[src/rtl/sys_defs.sv]
// ============================================================================
// Module      : sys_defs (package)
// Description : Shared memory-bus definitions: bus commands, the address
//               width, the memory tag type and the request-owner encoding.
// Revision    : 1.0 - initial release
// ============================================================================
`default_nettype none

package sys_defs;

    localparam int XLEN = 32;

    typedef enum logic [1:0] {
        BUS_NONE  = 2'b00,
        BUS_LOAD  = 2'b01,
        BUS_STORE = 2'b10
    } bus_cmd_e;

    // Tag 0 is reserved to mean "no response / no data".
    typedef logic [3:0] mem_tag_t;

    typedef enum logic {
        OWN_I = 1'b0,
        OWN_D = 1'b1
    } owner_e;

endpackage

`default_nettype wire

[src/rtl/mem_tag_table.sv]
// ============================================================================
// Module      : mem_tag_table
// Description : Outstanding-load owner table. One valid bit and one owner
//               bit per memory tag. Loads are allocated on acceptance and
//               retired when their data returns; the retire side is looked
//               up combinationally so the arbiter can steer data in the
//               same cycle.
// Ports       : clock, reset          - clock, async active-high reset
//               alloc_en_i/tag/owner  - record an accepted load
//               retire_tag_i          - tag currently returning (0 = none)
//               retire_hit_o/owner_o  - returning tag is outstanding, owner
//               retire_miss_o         - nonzero tag with no valid entry
//               alloc_conflict_o      - alloc onto a still-valid entry
// Revision    : 1.0 - initial release
// ============================================================================
`default_nettype none

module mem_tag_table
    import sys_defs::*;
#(
    parameter int NUM_TAGS = 16
) (
    input  logic     clock,
    input  logic     reset,
    input  logic     alloc_en_i,
    input  mem_tag_t alloc_tag_i,
    input  owner_e   alloc_owner_i,
    input  mem_tag_t retire_tag_i,
    output logic     retire_hit_o,
    output owner_e   retire_owner_o,
    output logic     retire_miss_o,
    output logic     alloc_conflict_o
);

    logic [NUM_TAGS-1:0] valid_q;
    logic [NUM_TAGS-1:0] valid_d;
    logic [NUM_TAGS-1:0] owner_q;
    logic [NUM_TAGS-1:0] owner_d;
    logic                w_retire_req;

    assign w_retire_req   = (retire_tag_i != '0);
    assign retire_hit_o   = w_retire_req &&  valid_q[retire_tag_i];
    assign retire_miss_o  = w_retire_req && !valid_q[retire_tag_i];
    assign retire_owner_o = owner_e'(owner_q[retire_tag_i]);

    // Re-allocating a tag that is retiring in the same cycle is legal.
    assign alloc_conflict_o = alloc_en_i && valid_q[alloc_tag_i] &&
                              !(retire_hit_o && (retire_tag_i == alloc_tag_i));

    // Retire is applied first so a same-cycle allocation of the same tag
    // overrides it and leaves the entry valid with the new owner.
    always_comb begin
        valid_d = valid_q;
        owner_d = owner_q;
        if (retire_hit_o) begin
            valid_d[retire_tag_i] = 1'b0;
        end
        if (alloc_en_i && (alloc_tag_i != '0)) begin
            valid_d[alloc_tag_i] = 1'b1;
            owner_d[alloc_tag_i] = alloc_owner_i;
        end
    end

    always_ff @(posedge clock or posedge reset) begin
        if (reset) begin
            valid_q <= '0;
            owner_q <= '0;
        end else begin
            valid_q <= valid_d;
            owner_q <= owner_d;
        end
    end

endmodule

`default_nettype wire

[src/rtl/mem_bus_arbiter.sv]
// ============================================================================
// Module      : mem_bus_arbiter
// Description : Shares one memory port between the icache and the dcache.
//               Dcache has fixed priority; an icache starvation counter
//               grants the icache once after STARVE_LIMIT denied cycles.
//               Accepted loads are tracked per tag so returning data is
//               steered back to the requester that issued it.
// Ports       : clock/reset (async, active-high); Icache2mem_*/Dcache2mem_*
//               requests; mem2proc_* from memory; proc2mem_* to memory;
//               Imem2proc_*/Dmem2proc_* responses to each cache; d_request
//               (dcache owns the bus); tag_error (sticky protocol error).
// Options     : MEM_ARB_CHECK_EN - builds the sticky tag_error checker.
//               Undefined: tag_error is tied to 0.
// Revision    : 1.0 - initial release
// ============================================================================
`default_nettype none

module mem_bus_arbiter
    import sys_defs::*;
#(
    parameter int STARVE_LIMIT = 4,
    parameter int NUM_TAGS     = 16
) (
    input  logic            clock,
    input  logic            reset,
    input  logic [1:0]      Icache2mem_command,
    input  logic [XLEN-1:0] Icache2mem_addr,
    input  logic [1:0]      Dcache2mem_command,
    input  logic [XLEN-1:0] Dcache2mem_addr,
    input  logic [63:0]     Dcache2mem_data,
    input  logic [3:0]      mem2proc_response,
    input  logic [63:0]     mem2proc_data,
    input  logic [3:0]      mem2proc_tag,
    output logic [1:0]      proc2mem_command,
    output logic [XLEN-1:0] proc2mem_addr,
    output logic [63:0]     proc2mem_data,
    output logic [3:0]      Imem2proc_response,
    output logic [63:0]     Imem2proc_data,
    output logic [3:0]      Imem2proc_tag,
    output logic [3:0]      Dmem2proc_response,
    output logic [63:0]     Dmem2proc_data,
    output logic [3:0]      Dmem2proc_tag,
    output logic            d_request,
    output logic            tag_error
);

    localparam int               CNT_W        = $clog2(STARVE_LIMIT + 1);
    localparam logic [CNT_W-1:0] C_STARVE_MAX = CNT_W'(STARVE_LIMIT);

    logic [CNT_W-1:0] starve_cnt_q;
    logic [CNT_W-1:0] starve_cnt_d;

    logic   w_i_req;
    logic   w_d_req;
    logic   w_grant_i;
    logic   w_grant_d;
    logic   w_alloc_en;
    owner_e w_alloc_owner;
    logic   w_retire_hit;
    owner_e w_retire_owner;
    logic   w_retire_miss;
    logic   w_alloc_conflict;
    logic   w_ret_valid;

    assign w_i_req = (Icache2mem_command != BUS_NONE);
    assign w_d_req = (Dcache2mem_command != BUS_NONE);

    // Grants are qualified with reset so every bus output is forced idle
    // while reset is held, without waiting for a clock edge.
    assign w_grant_i = !reset && w_i_req &&
                       ((starve_cnt_q == C_STARVE_MAX) || !w_d_req);
    assign w_grant_d = !reset && w_d_req && !w_grant_i;
    assign d_request = w_grant_d;

    // ------------------------------------------------------------------
    // Request path to memory and acceptance steering
    // ------------------------------------------------------------------
    always_comb begin
        proc2mem_command   = BUS_NONE;
        proc2mem_addr      = '0;
        proc2mem_data      = '0;
        Imem2proc_response = '0;
        Dmem2proc_response = '0;
        if (w_grant_d) begin
            proc2mem_command   = Dcache2mem_command;
            proc2mem_addr      = Dcache2mem_addr;
            proc2mem_data      = Dcache2mem_data;
            Dmem2proc_response = mem2proc_response;
        end else if (w_grant_i) begin
            proc2mem_command   = Icache2mem_command;
            proc2mem_addr      = Icache2mem_addr;
            Imem2proc_response = mem2proc_response;
        end
    end

    // Only accepted loads expect data back; stores are fire-and-forget.
    assign w_alloc_en    = (proc2mem_command == BUS_LOAD) && (mem2proc_response != '0);
    assign w_alloc_owner = w_grant_d ? OWN_D : OWN_I;

    mem_tag_table #(
        .NUM_TAGS (NUM_TAGS)
    ) u_tag_table (
        .clock            (clock),
        .reset            (reset),
        .alloc_en_i       (w_alloc_en),
        .alloc_tag_i      (mem2proc_response),
        .alloc_owner_i    (w_alloc_owner),
        .retire_tag_i     (mem2proc_tag),
        .retire_hit_o     (w_retire_hit),
        .retire_owner_o   (w_retire_owner),
        .retire_miss_o    (w_retire_miss),
        .alloc_conflict_o (w_alloc_conflict)
    );

    // ------------------------------------------------------------------
    // Data return steering; unknown tags are dropped on both sides
    // ------------------------------------------------------------------
    assign w_ret_valid = !reset && w_retire_hit;

    always_comb begin
        Imem2proc_tag  = '0;
        Imem2proc_data = '0;
        Dmem2proc_tag  = '0;
        Dmem2proc_data = '0;
        if (w_ret_valid) begin
            if (w_retire_owner == OWN_D) begin
                Dmem2proc_tag  = mem2proc_tag;
                Dmem2proc_data = mem2proc_data;
            end else begin
                Imem2proc_tag  = mem2proc_tag;
                Imem2proc_data = mem2proc_data;
            end
        end
    end

    // ------------------------------------------------------------------
    // Icache starvation counter
    // ------------------------------------------------------------------
    always_comb begin
        starve_cnt_d = '0;
        if (w_i_req && !w_grant_i) begin
            starve_cnt_d = (starve_cnt_q == C_STARVE_MAX) ? starve_cnt_q
                                                          : starve_cnt_q + 1'b1;
        end
    end

    always_ff @(posedge clock or posedge reset) begin
        if (reset) begin
            starve_cnt_q <= '0;
        end else begin
            starve_cnt_q <= starve_cnt_d;
        end
    end

    // ------------------------------------------------------------------
    // Protocol checker
    // ------------------------------------------------------------------
`ifdef MEM_ARB_CHECK_EN
    logic tag_error_q;
    logic w_err_event;

    assign w_err_event = !reset &&
                         (w_retire_miss || w_alloc_conflict ||
                          ((mem2proc_response != '0) && !w_grant_i && !w_grant_d));

    always_ff @(posedge clock or posedge reset) begin
        if (reset) begin
            tag_error_q <= 1'b0;
        end else if (w_err_event) begin
            tag_error_q <= 1'b1;
        end
    end

    assign tag_error = tag_error_q;
`else
    logic unused_chk;
    assign unused_chk = w_retire_miss ^ w_alloc_conflict;
    assign tag_error  = 1'b0;
`endif

endmodule

`default_nettype wire
[config.mk]
export PLATFORM = sky130hd
export DESIGN_NAME = mem_bus_arbiter
export DESIGN_NICKNAME = d
export VERILOG_FILES = /design/src/rtl/sys_defs.sv /design/src/rtl/mem_tag_table.sv /design/src/rtl/mem_bus_arbiter.sv
export SDC_FILE = /design/constraint.sdc
export NUM_CORES = 1
export LEC_CHECK = 0
export ABC_CLOCK_PERIOD_IN_PS = 5300
export CAP_MARGIN = 0
export CORE_AREA = 2 2 173 175
export DETAILED_ROUTE_END_ITERATION = 6
export DIE_AREA = 0 0 175 177
export GPL_ROUTABILITY_DRIVEN = 0
export GPL_TIMING_DRIVEN = 0
export HOLD_SLACK_MARGIN = 0.02
export PLACE_DENSITY = 0.5
export SETUP_SLACK_MARGIN = 0.1
export SYNTH_ARGS = -nofsm -noshare
export SYNTH_HDL_FRONTEND = slang
export SYNTH_SLANG_ARGS = --single-unit
[constraint.sdc]
create_clock -name clock -period 5.3 [get_ports clock]
set_input_delay 1.325 -clock clock [delete_from_list [all_inputs] [get_ports clock]]
set_output_delay 1.325 -clock clock [all_outputs]
set_load 0.05 [all_outputs]
Word level (Yosys, flattened, before mapping):

Index checks and enable logic that the tools add are counted.

* add/subtract/negate cells: 1
* $lt $le $gt $ge: 4
* equality and inequality tests: 3
* muxes and demuxes: 30
* bitwise operators: 3
* reductions and logical operators: 19

Operators by type and width (number)
* 64-bit 2-to-1 mux: 5
* 32-bit 2-to-1 mux: 2
* 16-bit 2-to-1 mux: 2
* 4-bit 2-to-1 mux: 7
* 16-bit AND: 1
* 16-bit bitwise mux: 1
* 16-bit inverter: 1
* 16-bit bitwise OR: 1
* 1-bit logical AND: 11
* 4-bit by 5-bit less-than comparator with 1-bit output, second input constant: 2
* 1-bit binary-select mux with 4-bit select: 2
* 1-bit demux with 4-bit select: 2
* 4-bit by 1-bit >= comparator with 1-bit output, second input constant: 2
* 4-bit nonzero test: 2
* 3-bit 2-to-1 mux: 2
* 1-bit 2-to-1 mux: 5
* 2-bit 2-to-1 mux: 2
* 2-bit nonzero test: 2
* 3-bit by 1-bit adder with 3-bit output, second input constant: 1
* 3-bit equality test, second input constant: 1
* 1-bit logical NOT: 3
* 2-bit by 1-bit equality test with 1-bit output, second input constant: 1
* 2-bit inequality test, second input constant: 1
* 1-bit logical OR: 1

* register bits: 35
* bits of input ports: 206
* output and inout bits: 244
* word-level logic and storage cells: 63

Logic depth before layout (Yosys ltp):

Gate-level depths: netlist of the first run.

* word-level depth: 11
* gate-level depth with buffers: 9
* gate-level depth less buffers: 7

Cells and area by module:

From an unflattened synthesis of the first run, not the netlist that was laid out.

* cells, all modules: 527
* area total of the unflattened synthesis: 4161.5 µm²

By module, submodules not included
* mem_bus_arbiter: instances 1, cells an instance 379, area each 2399.8 µm², sequential area each 75.1 µm²
* mem_tag_table: instances 1, cells an instance 148, area each 1761.7 µm², sequential area each 800.8 µm²

Worst setup path before layout of the first run:

Ideal clock, no wire load.

* path type: input to output
* from: input port reset
* to: output port proc2mem_addr[0]
* arrival: 3.391 ns
* data required time: 3.975 ns
* slack: 0.584 ns
* stages on the path: 5
* path buffers: 2
* cell sequence: buf_2 > inv_1 > o221a_2 > clkbuf_1 > a22o_1

* word-level cells in the longest chain between the ends: 6
* elaborated cells on any way between the ends: 8
* those cells by class: mux: 2; reduce/logical: 6

Ends and longest elaborated chain
* start, declared: RTL line mem_bus_arbiter.sv:25 `input logic reset,`
* 1-bit logical NOT (no line) *
* 1-bit logical AND (2 in series): RTL line mem_bus_arbiter.sv:70 `assign w_grant_i = !reset && w_i_req &&`
* 1-bit logical NOT: RTL line mem_bus_arbiter.sv:72 `assign w_grant_d = !reset && w_d_req && !w_grant_i;`
* 1-bit logical AND: RTL line mem_bus_arbiter.sv:72
* 32-bit 2-to-1 mux *: RTL line mem_bus_arbiter.sv:84 `if (w_grant_d) begin`
* end, declared: RTL line mem_bus_arbiter.sv:35 `output logic [XLEN-1:0] proc2mem_addr,`

Mark *: on every way between the ends. The rest lies on a longest branch, timed or not.

Worst setup path after layout of the first run:

* from: input port mem2proc_tag[0]
* to: output port Imem2proc_data[51]

* word-level cells in the longest chain between the ends: 5
* elaborated cells on any way between the ends: 9
* those cells by class: mux: 6; reduce/logical: 3

Ends and longest elaborated chain
* start, declared: RTL line mem_bus_arbiter.sv:33 `input logic [3:0] mem2proc_tag,`
* 1-bit binary-select mux with 4-bit select: RTL line mem_tag_table.sv:42 `assign retire_hit_o = w_retire_req && valid_q[retire_tag_i];`
* 1-bit 2-to-1 mux
* 1-bit logical AND: RTL line mem_tag_table.sv:42
* 1-bit logical AND: RTL line mem_bus_arbiter.sv:118 `assign w_ret_valid = !reset && w_retire_hit;`
* 64-bit 2-to-1 mux *: RTL line mem_bus_arbiter.sv:125 `if (w_ret_valid) begin`
* end, declared: RTL line mem_bus_arbiter.sv:38 `output logic [63:0] Imem2proc_data,`

Mark *: on every way between the ends. The rest lies on a longest branch, timed or not. The select of a mux whose other input is x is not followed.

==> out/metrics.csv, run 1 <==
stage,metric,value,unit
floorplanning,die area,0.0310,sq mm
route,WL final,27900,um
sta,Setup WS post-layout,0.191,ns
clocking,CTS tree,yes,
critical_path,CP Max Fanout,10,
sta,final hold viol count,0,
clocking,TritonCTS buffer count,5,
sta,setup_tns,0,ns
route,Iteration-0 DRC Markers,207,
logic_synthesis,syn nets,680,
sta,Max Transition Viols Final,0,
clocking,"Reg clk slew, reported paths",0.05,ns
clocking,CTS Buffer Depth,2,
logic_synthesis,synthesized cell area,0.00376,sq mm
clocking,CTS sink cnt,34,
logic_synthesis,mux share of post-synthesis cell area,9.28,%
place,Port Buffers,446,
grt,GRT Util Overall,16.9,%
clocking,hold buffer count at cts,0,
logic_synthesis,Gate Count Post-Synth,472,
min_path,Hold Path Class,reg2reg,
floorplanning,Core Region,0.0292,sq mm
critical_path,critical path type,in2out,
power,Leak,0.00469,uW
critical_path,"Arr. time, crit path",3.78,ns
logic_synthesis,Yosys top cell area share,22.6,%
logic_synthesis,#FFs+latches synth,34,
logic_synthesis,simple-gate share of the synthesized area,46.7,%
sta,final cycle utilization of the critical path,96.4,%
logic_synthesis,"EDFF count, synth",0,
logic_synthesis,Post-Synth Adder-Cell Area,0.666,%
layout,area delta synth->final,127,%
layout,share of cells above drive strength 1,29.2,%
critical_path,r2r setup slk,3.05,ns
sta,final setup fails,0,
run,max_cap viols,0,
grt,initial antenna violation count,4,
logic_synthesis,Synth Area in Compound Gates,13.1,%
floorplanning,initial core utilization,12.9,%
critical_path,Critical Path RT,3.97,ns
sta,Max Freq,196,MHz
run_status,status,"complete, no violations",
floorplanning,DIE WIDTH,175,um
critical_path,nature of the critical path endpoint,primary output,
critical_path,Worst setup SP type,input pin,
floorplanning,# rows,63,
route,Pre-antenna DRT Iters,5,
clocking,CTS Root Cell,clkbuf_16,
grt,grt total ovfl,0,
route,vias per cell,4.17,
place,dpl ws,-0.910,ns
sta,Slew HR,52.5,%
grt,first-pass GRT wire length,38800,um
route,Vias,5533,
layout,fin nets,1140,
route,number of routed nets with antenna violations,0,
grt,vias in the first global route,5798,
logic_synthesis,main combinational cell family by area after synthesis,simple AND/OR/NAND/NOR gates,
logic_synthesis,Synth area leaders,"dfrtp_1, and3_1, and2_1, a22o_1, mux2_2",
logic_synthesis,Synth area leader,dfrtp_1,
logic_synthesis,Post-Synth XOR/XNOR Area,0.233,%
power,"IR drop worst, VDD",0.134,mV
logic_synthesis,YS warnings,0,
grt,largest net degree at the start of global routing,38,
clocking,clk_lat worst skew,0.28,ns
logic_synthesis,fraction of registers with async set/reset,100,%
route,Wirelength per Cell,21.0,um
sta,Final Skew,0.00354,ns
sta,RSZ-0062 raised after global routing,no,
logic_synthesis,Synth cell types,47,
clocking,CTS H-tree lvls,2,
floorplanning,die height,177,um
power,power per cell area,243,mW/mm^2
sta,Period minus WS final,5.11,ns
floorplanning,I/O Pins,450,
logic_synthesis,prevailing post-synth register cell,dfrtp_1,
sta,slew at the pin closest to its max-slew limit,0.715,ns
logic_synthesis,post-synthesis sequential area ratio,22.6,%
logic_synthesis,Mean Syn Cell Area,7.97,sq um
place,DP HPWL,24500,um
layout,fillers,3258,
route,DRC errors left,0,
==> report_power, final <==
part / leakage (uW) / switching (uW) / internal (uW)
clock network: 0.0000729 / 112 / 186
registers: 0.000449 / 32.6 / 319
logic: 0.00417 / 916 / 505
==> through the flow <==
step                power [uW]  hold slack [ns]  std cells  utilization, %  area, sq um
CTS                       2080            0.467       1321            28.8         8430
global placement          1830            0.443       1308            29.8         8710
detailed placement        1840            0.455       1308            29.8         8710
finish                    2070            0.463       1327            29.1         8520
global route              2170            0.493       1327            29.1         8520
floorplan                 1240            0.425        472               -         3760
==> critical path: stages <==
cell	delay, ns
clkdlybuf4s50_1	0.54
buf_8	0.18
mux4_2	0.52
nand2_1	0.15
and4_4	0.30
buf_4	0.19
buf_4	0.17
and3_1	0.14
buf_2	0.25
==> state kept, by name, summed over array words and instances (netlist names) <==
register,count
u_tag_table.owner_q,16
u_tag_table.valid_q,15
starve_cnt_q,3
==> what timing repair did <==
item	in CTS	in global routing
pin swaps	3	2
setup endpoints to repair	243	171
resized for setup	815	92
setup buffers	5	2
==> cells in the mapped netlist (2+ instances only) <==
library cell / number
buf_6: 2
nand4b_1: 3
nand3b_1: 5
mux4_2: 4
nand3_1: 10
buf_2: 4
or4_1: 4
and2_1: 75
buf_4: 6
dfrtp_1: 34
nand2_1: 25
a21o_1: 6
clkbuf_1: 38
or4_4: 2
mux2_4: 2
nand4_1: 3
mux2_2: 15
nor2_1: 12
inv_1: 3
ha_1: 2
a22o_1: 37
clkbuf_2: 6
nor2b_1: 4
and3_1: 134
nand2b_1: 3
nor3_1: 7
mux2i_1: 6
==> cell families after synthesis <==
group / after synthesis
fa+ha+maj: 2
mux: 27
xor+xnor: 1
simple gates: 292
buf+inv: 59
other cells: 1
flops: 34
compound gates: 56
==> area by class of cell <==
cell class | instances | area, sq um | area share, %
diodes | 4 | 10.0 | 0.117
clock buffers | 6 | 139 | 1.63
multi-input cells | 379 | 2660 | 31.2
repair buffers | 453 | 4040 | 47.4
plain buffers | 56 | 303 | 3.55
flip-flops and latches | 34 | 851 | 9.98
well taps | 390 | 488 | 5.73
inverters | 3 | 18.8 | 0.220
clock inverters | 2 | 12.5 | 0.147
==> per-layer routing <==
layer  part of all wire (%)  GRT usage (%)
met1                     34           16.2
met4                    5.9           9.41
met2                     52           32.7
met3                    7.8           4.40
met5                      0              0
==> cells in the final DEF, fill, tap and decap left out, types with 4 or more instances in the layout <==
| cell | n |
|---|---|
| mux2i_1 | 6 |
| buf_2 | 96 |
| nand2_1 | 25 |
| nand3_1 | 10 |
| dlymetal6s2s_1 | 21 |
| a21o_1 | 6 |
| clkdlybuf4s15_2 | 57 |
| clkbuf_1 | 17 |
| dlygate4sd2_1 | 33 |
| or4_1 | 4 |
| clkdlybuf4s15_1 | 6 |
| and2_1 | 75 |
| diode_2 | 4 |
| a22o_1 | 37 |
| clkbuf_2 | 37 |
| clkbuf_4 | 17 |
| nor3_1 | 7 |
| clkbuf_16 | 5 |
| dfrtp_1 | 34 |
| buf_4 | 16 |
| clkdlybuf4s50_1 | 203 |
| mux2_2 | 15 |
| nor2_1 | 12 |
| nand3b_1 | 5 |
| and3_1 | 134 |
| mux4_2 | 4 |
==> path summary, 6_finish.rpt <==
kind,start,to,cells past startpoint
max,mem2proc_tag[0],Imem2proc_data[51],9
min,u_tag_table.owner_q[0],u_tag_table.owner_q[0],1
max reg2reg,starve_cnt_q[0],u_tag_table.owner_q[5],7
min reg2reg,u_tag_table.owner_q[0],u_tag_table.owner_q[0],1
max in group asynchronous,reset,starve_cnt_q[2],3
min in group asynchronous,reset,u_tag_table.valid_q[11],3
Power figures use the tool's default switching activity.
==> run 2: changes to the inputs <==
--- a/config.mk
+++ b/config.mk
@@ -7,13 +7,13 @@
 export LEC_CHECK = 0
 export ABC_CLOCK_PERIOD_IN_PS = 5300
 export CAP_MARGIN = 0
-export CORE_AREA = 2 2 173 175
+export CORE_AREA = 5 5 171 173
 export DETAILED_ROUTE_END_ITERATION = 6
-export DIE_AREA = 0 0 175 177
+export DIE_AREA = 0 0 176 178
 export GPL_ROUTABILITY_DRIVEN = 0
 export GPL_TIMING_DRIVEN = 0
 export HOLD_SLACK_MARGIN = 0.02
-export PLACE_DENSITY = 0.5
+export PLACE_DENSITY = 0.52
 export SETUP_SLACK_MARGIN = 0.1
 export SYNTH_ARGS = -nofsm -noshare
 export SYNTH_HDL_FRONTEND = slang
==> run 2 against run 1 <==
Net effect: via count grew 0.20%; clock power decreased by 2%; sequential share of layout area increased by 0.15 points; register-to-register slack hardly changed; core utilization rose by 1.4 points; combinational power about the same; wire length rose by 3.1%; highest routed layer is now met5.
==> out/metrics.csv, run 2 (synthesis gave the netlist of run 1 again) <==
stage,metric,value,unit
run_status,status,"complete, no violations",
clocking,CTS Root Cell,clkbuf_16,
route,routed wl met3,2940,um
route,max layer used,met5,
sta,Slew HR,53.4,%
power,power per cell area,244,mW/mm^2
layout,"most common cell after layout, fill and taps aside",clkdlybuf4s50_1,
place,DP HPWL,26000,um
critical_path,CP max stage delay,0.50,ns
layout,biggest regs,"u_tag_table.owner_q: 16 flops, u_tag_table.valid_q: 15 flops, starve_cnt_q: 3 flops",
grt,vias in the first global route,5792,
route,Wirelength per Cell,22.4,um
critical_path,"Arr. time, crit path",3.71,ns
sta,Final Skew,0.00306,ns
clocking,CTS H-tree lvls,2,
grt,GRT Util Overall,16.9,%
critical_path,Worst setup SP type,input pin,
route,vias per cell,4.31,
layout,share of cells above drive strength 1,30.1,%
floorplanning,DIE WIDTH,176,um
clocking,CTS Buffer Depth,2,
sta,final hold viol count,0,
critical_path,crit path cell chain,clkdlybuf4s50_1 -> buf_2 -> mux4_2 -> nand3b_1 -> nand4_1 -> buf_4 -> clkbuf_1 -> and3_1 -> clkdlybuf4s15_2,
grt,initial antenna violation count,8,
run,max_cap viols,0,
floorplanning,# rows,61,
power,Leak,0.00444,uW
min_path,Hold Path Class,reg2reg,
sta,Period minus WS final,5.04,ns
sta,Max Transition Viols Final,0,
sta,Setup WS post-layout,0.262,ns
route,WL met2,15600,um
clocking,hold buffer count at cts,0,
power,"IR drop worst, VDD",0.153,mV
clocking,CTS sink cnt,34,
clocking,clk_lat worst skew,0.27,ns
route,Pre-antenna DRT Iters,4,
route,DRC errors left,0,
grt,grt total ovfl,0,
grt,largest net degree at the start of global routing,38,
critical_path,crit path max-delay cell type,clkdlybuf4s50_1,
sta,RSZ-0062 raised after global routing,no,
layout,area delta synth->final,123,%
critical_path,nature of the critical path endpoint,primary output,
layout,"leading cell types in the layout, fill and taps excluded","clkdlybuf4s50_1, and3_1, buf_2",
critical_path,Critical Path RT,3.97,ns
critical_path,family with the most delay on the worst path,buffers and inverters,
critical_path,CP Max Fanout,10,
critical_path,CP bufs+invs,5,
sta,final setup fails,0,
clocking,CTS tree,yes,
critical_path,critical path type,in2out,
floorplanning,initial core utilization,13.7,%
sta,slew at the pin closest to its max-slew limit,0.702,ns
route,number of routed nets with antenna violations,0,
route,M1 WL,9150,um
place,Port Buffers,446,
floorplanning,Core Region,0.0275,sq mm
place,dpl ws,-0.837,ns
sta,final cycle utilization of the critical path,95.1,%
route,Iteration-0 DRC Markers,169,
route,Vias,5544,
floorplanning,die area,0.0313,sq mm
floorplanning,I/O Pins,450,
layout,max FFs per register,16,
clocking,TritonCTS buffer count,5,
route,WL final,28700,um
layout,Final Util,30.6,%
sta,Max Freq,198,MHz
layout,Top reg by flops,u_tag_table.owner_q,
floorplanning,die height,178,um
layout,fin nets,1141,
clocking,"Reg clk slew, reported paths",0.06,ns
grt,first-pass GRT wire length,39200,um
power,"Power, Total",2050,uW
## run 2: cell count changes in the layout (fill, tap and decap cells not counted), sizes merged
cell	delta
buf	+15
clkbuf	-9
clkdlybuf4s15	+3
clkdlybuf4s18	-1
clkdlybuf4s50	-1
diode	+1
dlygate4sd2	+14
dlymetal6s2s	-20
## run 2: timing repair
item                                    CTS  global route
resized for setup                       811           100
pin swaps                                 3             2
gates cloned                              0             1
buffers inserted                          3             4
endpoints found under the setup margin  243           191
## run 2: final cells by class
class / count / area, sq um
Inverter: 3 / 18.8
Fill cell: 3082 / 19100
Tap cell: 346 / 433
Antenna cell: 5 / 12.5
Multi-Input combinational cell: 379 / 2670
Clock inverter: 2 / 12.5
Timing Repair Buffer: 454 / 3970
Sequential cell: 34 / 851
Clock buffer: 6 / 139
Buffer: 56 / 292
## run 2: worst paths after layout
check                                            start                      end  slack (ns)  depth (start not counted)
worst min-delay path            u_tag_table.owner_q[0]   u_tag_table.owner_q[0]        0.45                          1
max in group asynchronous                        reset  u_tag_table.owner_q[10]        3.27                          3
worst min register to register  u_tag_table.owner_q[0]   u_tag_table.owner_q[0]        0.45                          1
min in group asynchronous                        reset   u_tag_table.valid_q[1]        1.83                          3
worst max register to register         starve_cnt_q[0]  u_tag_table.owner_q[10]        3.06                          7
worst max-delay path                   mem2proc_tag[1]        Dmem2proc_data[5]        0.26                          9
## run 2: through the flow
step / area [sq um] / cells / setup TNS [ns] / hold WS (ns)
floorplan: 3760 / 472 / 0 / 0.425
global placement: 8660 / 1264 / -153.50 / 0.444
detailed placement: 8660 / 1264 / -130.43 / 0.447
CTS: 8440 / 1275 / 0 / 0.459
global route: 8390 / 1285 / 0 / 0.493
finish: 8390 / 1285 / 0 / 0.451
## run 2: power breakdown
part / internal [uW] / switching (uW)
combinational: 492 / 910
sequential: 320 / 34.4
clock: 186 / 106
total: 998 / 1050
## run 2: layer usage
layer | vias to the layer above | GRT usage, %
met2 | 302 | 33.8
met4 | 6 | 6.50
met3 | 32 | 6.44
met1 | 2578 | 15.3
li1 | 2626 | -
met5 | - | 0
==> run 3: changes to the inputs <==
--- a/config.mk
+++ b/config.mk
@@ -5,11 +5,11 @@
 export SDC_FILE = /design/constraint.sdc
 export NUM_CORES = 1
 export LEC_CHECK = 0
-export ABC_CLOCK_PERIOD_IN_PS = 5300
+export ABC_CLOCK_PERIOD_IN_PS = 4500
 export CAP_MARGIN = 0
-export CORE_AREA = 5 5 171 173
+export CORE_AREA = 2 2 173 175
 export DETAILED_ROUTE_END_ITERATION = 6
-export DIE_AREA = 0 0 176 178
+export DIE_AREA = 0 0 175 177
 export GPL_ROUTABILITY_DRIVEN = 0
 export GPL_TIMING_DRIVEN = 0
 export HOLD_SLACK_MARGIN = 0.02
==> constraint.sdc (replaced) <==
create_clock -name clock -period 4.5 [get_ports clock]
set_input_delay 1.125 -clock clock [delete_from_list [all_inputs] [get_ports clock]]
set_output_delay 1.125 -clock clock [all_outputs]
set_load 0.05 [all_outputs]
==> run 3 against run 2 <==
Net effect: final cell count is 3.7% higher; critical path depth is 1 lower; combinational power is 23% higher; setup slack worse by 0.038 ns.
==> out/metrics.csv, run 3 (synthesis gave the netlist of run 1 again) <==
stage,metric,value,unit
run_status,status,"complete, no violations",
sta,Max Freq,234,MHz
grt,largest net degree at the start of global routing,38,
layout,Top reg by flops,u_tag_table.owner_q,
critical_path,Worst setup SP type,input pin,
min_path,Hold Path Class,reg2reg,
run,max_cap viols,0,
critical_path,CP Max Fanout,10,
grt,GRT Util Overall,18.3,%
route,Pre-antenna DRT Iters,4,
route,Iteration-0 DRC Markers,301,
critical_path,"Arr. time, crit path",3.15,ns
clocking,CTS H-tree lvls,2,
layout,Multi-input gate area,0.00266,sq mm
grt,vias in the first global route,5925,
layout,fillers,3168,
layout,"most common cell after layout, fill and taps aside",clkdlybuf4s50_1,
route,Vias,5583,
route,DRC errors left,0,
power,"Power, Total",2530,uW
clocking,CTS Buffer Depth,2,
layout,share of cells above drive strength 1,37.0,%
critical_path,nature of the critical path endpoint,primary output,
critical_path,Critical Path RT,3.38,ns
layout,Final Util,29.9,%
layout,area delta synth->final,132,%
sta,final hold viol count,0,
clocking,TritonCTS buffer count,5,
sta,Period minus WS final,4.28,ns
critical_path,critical path type,in2out,
floorplanning,# rows,63,
layout,max FFs per register,16,
grt,grt total ovfl,0,
layout,fin area,0.00874,sq mm
clocking,hold buffer count at cts,0,
clocking,clk_lat worst skew,0.27,ns
floorplanning,die height,177,um
power,Leak,0.00436,uW
sta,Max Transition Viols Final,0,
power,power per cell area,289,mW/mm^2
clocking,CTS tree,yes,
floorplanning,I/O Pins,450,
floorplanning,DIE WIDTH,175,um
sta,final setup fails,0,
floorplanning,die area,0.0310,sq mm
place,Port Buffers,446,
route,vias per cell,4.19,
layout,Seq. cell area,851,sq um
clocking,CTS sink cnt,34,
sta,Fin Hold WS,0.460,ns
grt,first-pass GRT wire length,40900,um
layout,"leading cell types in the layout, fill and taps excluded","clkdlybuf4s50_1, and3_1, clkdlybuf4s15_2",
floorplanning,initial core utilization,12.9,%
route,Wirelength per Cell,22.4,um
clocking,"Reg clk slew, reported paths",0.06,ns
sta,Final Skew,0.00685,ns
floorplanning,Core Region,0.0292,sq mm
layout,biggest regs,"u_tag_table.owner_q: 16 flops, u_tag_table.valid_q: 15 flops, starve_cnt_q: 3 flops",
clocking,CTS Root Cell,clkbuf_16,
route,WL final,29800,um
power,"IR drop worst, VDD",0.146,mV
place,DP HPWL,26500,um
sta,setup_tns,0,ns
place,placed cell area,0.00871,sq mm
route,number of routed nets with antenna violations,0,
sta,final cycle utilization of the critical path,95.0,%
grt,initial antenna violation count,9,
sta,RSZ-0062 raised after global routing,no,
layout,fin nets,1143,
## run 3: cell count changes in the layout (fill, tap and decap cells not counted), sizes merged
cell	change
dlygate4sd2	-45
clkdlybuf4s50	-2
clkdlybuf4s15	+49
clkinv	-1
clkbuf	-11
clkdlybuf4s18	+5
diode	+2
bufinv	+1
buf	+6
clkinvlp	-1
## run 3: critical path: stages
cell and delay (ns):
clkdlybuf4s50_1 0.52, nor2_2 0.23, nor2_1 0.09, nor3_4 0.15, buf_4 0.16, clkbuf_2 0.26
a22o_1 0.24, clkdlybuf4s18_2 0.38
## run 3: area by class of cell
cell class | count | share of cell area [%]
Inverter | 3 | 0.272
Clock inverter | 1 | 0.344
Timing Repair Buffer | 456 | 48.0
Clock buffer | 6 | 1.59
Sequential cell | 34 | 9.74
Multi-Input combinational cell | 379 | 30.4
Antenna cell | 7 | 0.201
Tap cell | 390 | 5.59
Buffer | 56 | 3.84
## run 3: path summary, 6_finish.rpt
path	start	end	slack, ns	depth (start not counted)
worst min register to register	u_tag_table.owner_q[0]	u_tag_table.owner_q[0]	0.46	1
min in group asynchronous	reset	u_tag_table.valid_q[11]	1.27	3
worst max register to register	starve_cnt_q[0]	u_tag_table.owner_q[10]	2.24	7
worst max-delay path	Icache2mem_command[1]	proc2mem_addr[23]	0.22	8
worst min-delay path	u_tag_table.owner_q[0]	u_tag_table.owner_q[0]	0.46	1
max in group asynchronous	reset	u_tag_table.owner_q[10]	3.03	3
## run 3: power by group
group / switching (uW) / total [uW] / internal, uW
combinational: 1090 / 1720 / 622
clock: 120 / 393 / 273
sequential: 40.5 / 417 / 377
total: 1260 / 2530 / 1270
## run 3: repair_timing
action                     4_1_cts  5_1_grt
buffers inserted                 7        1
resized for setup             1034       44
pin swaps                        4        0
setup endpoints to repair      243      229
gates cloned                     1        1
## run 3: metal layers
layer / part of all wire, % / up-vias / global-route usage, % / wire (um)
met4: 6.1 / 4 / 11.9 / 1810
met1: 33 / 2564 / 16.4 / 9750
li1: - / 2636 / - / -
met3: 8.6 / 45 / 6.16 / 2570
met5: 0.091 / - / 0 / 27
met2: 53 / 334 / 34.8 / 15700
## run 3: stage by stage
stage | std cells | setup WS (ns)
detailed placement | 1308 | -1.30
finish | 1332 | 0.224
global route | 1330 | 0.101
global placement | 1308 | -1.82
CTS | 1323 | 0.101
floorplan | 472 | 0.184
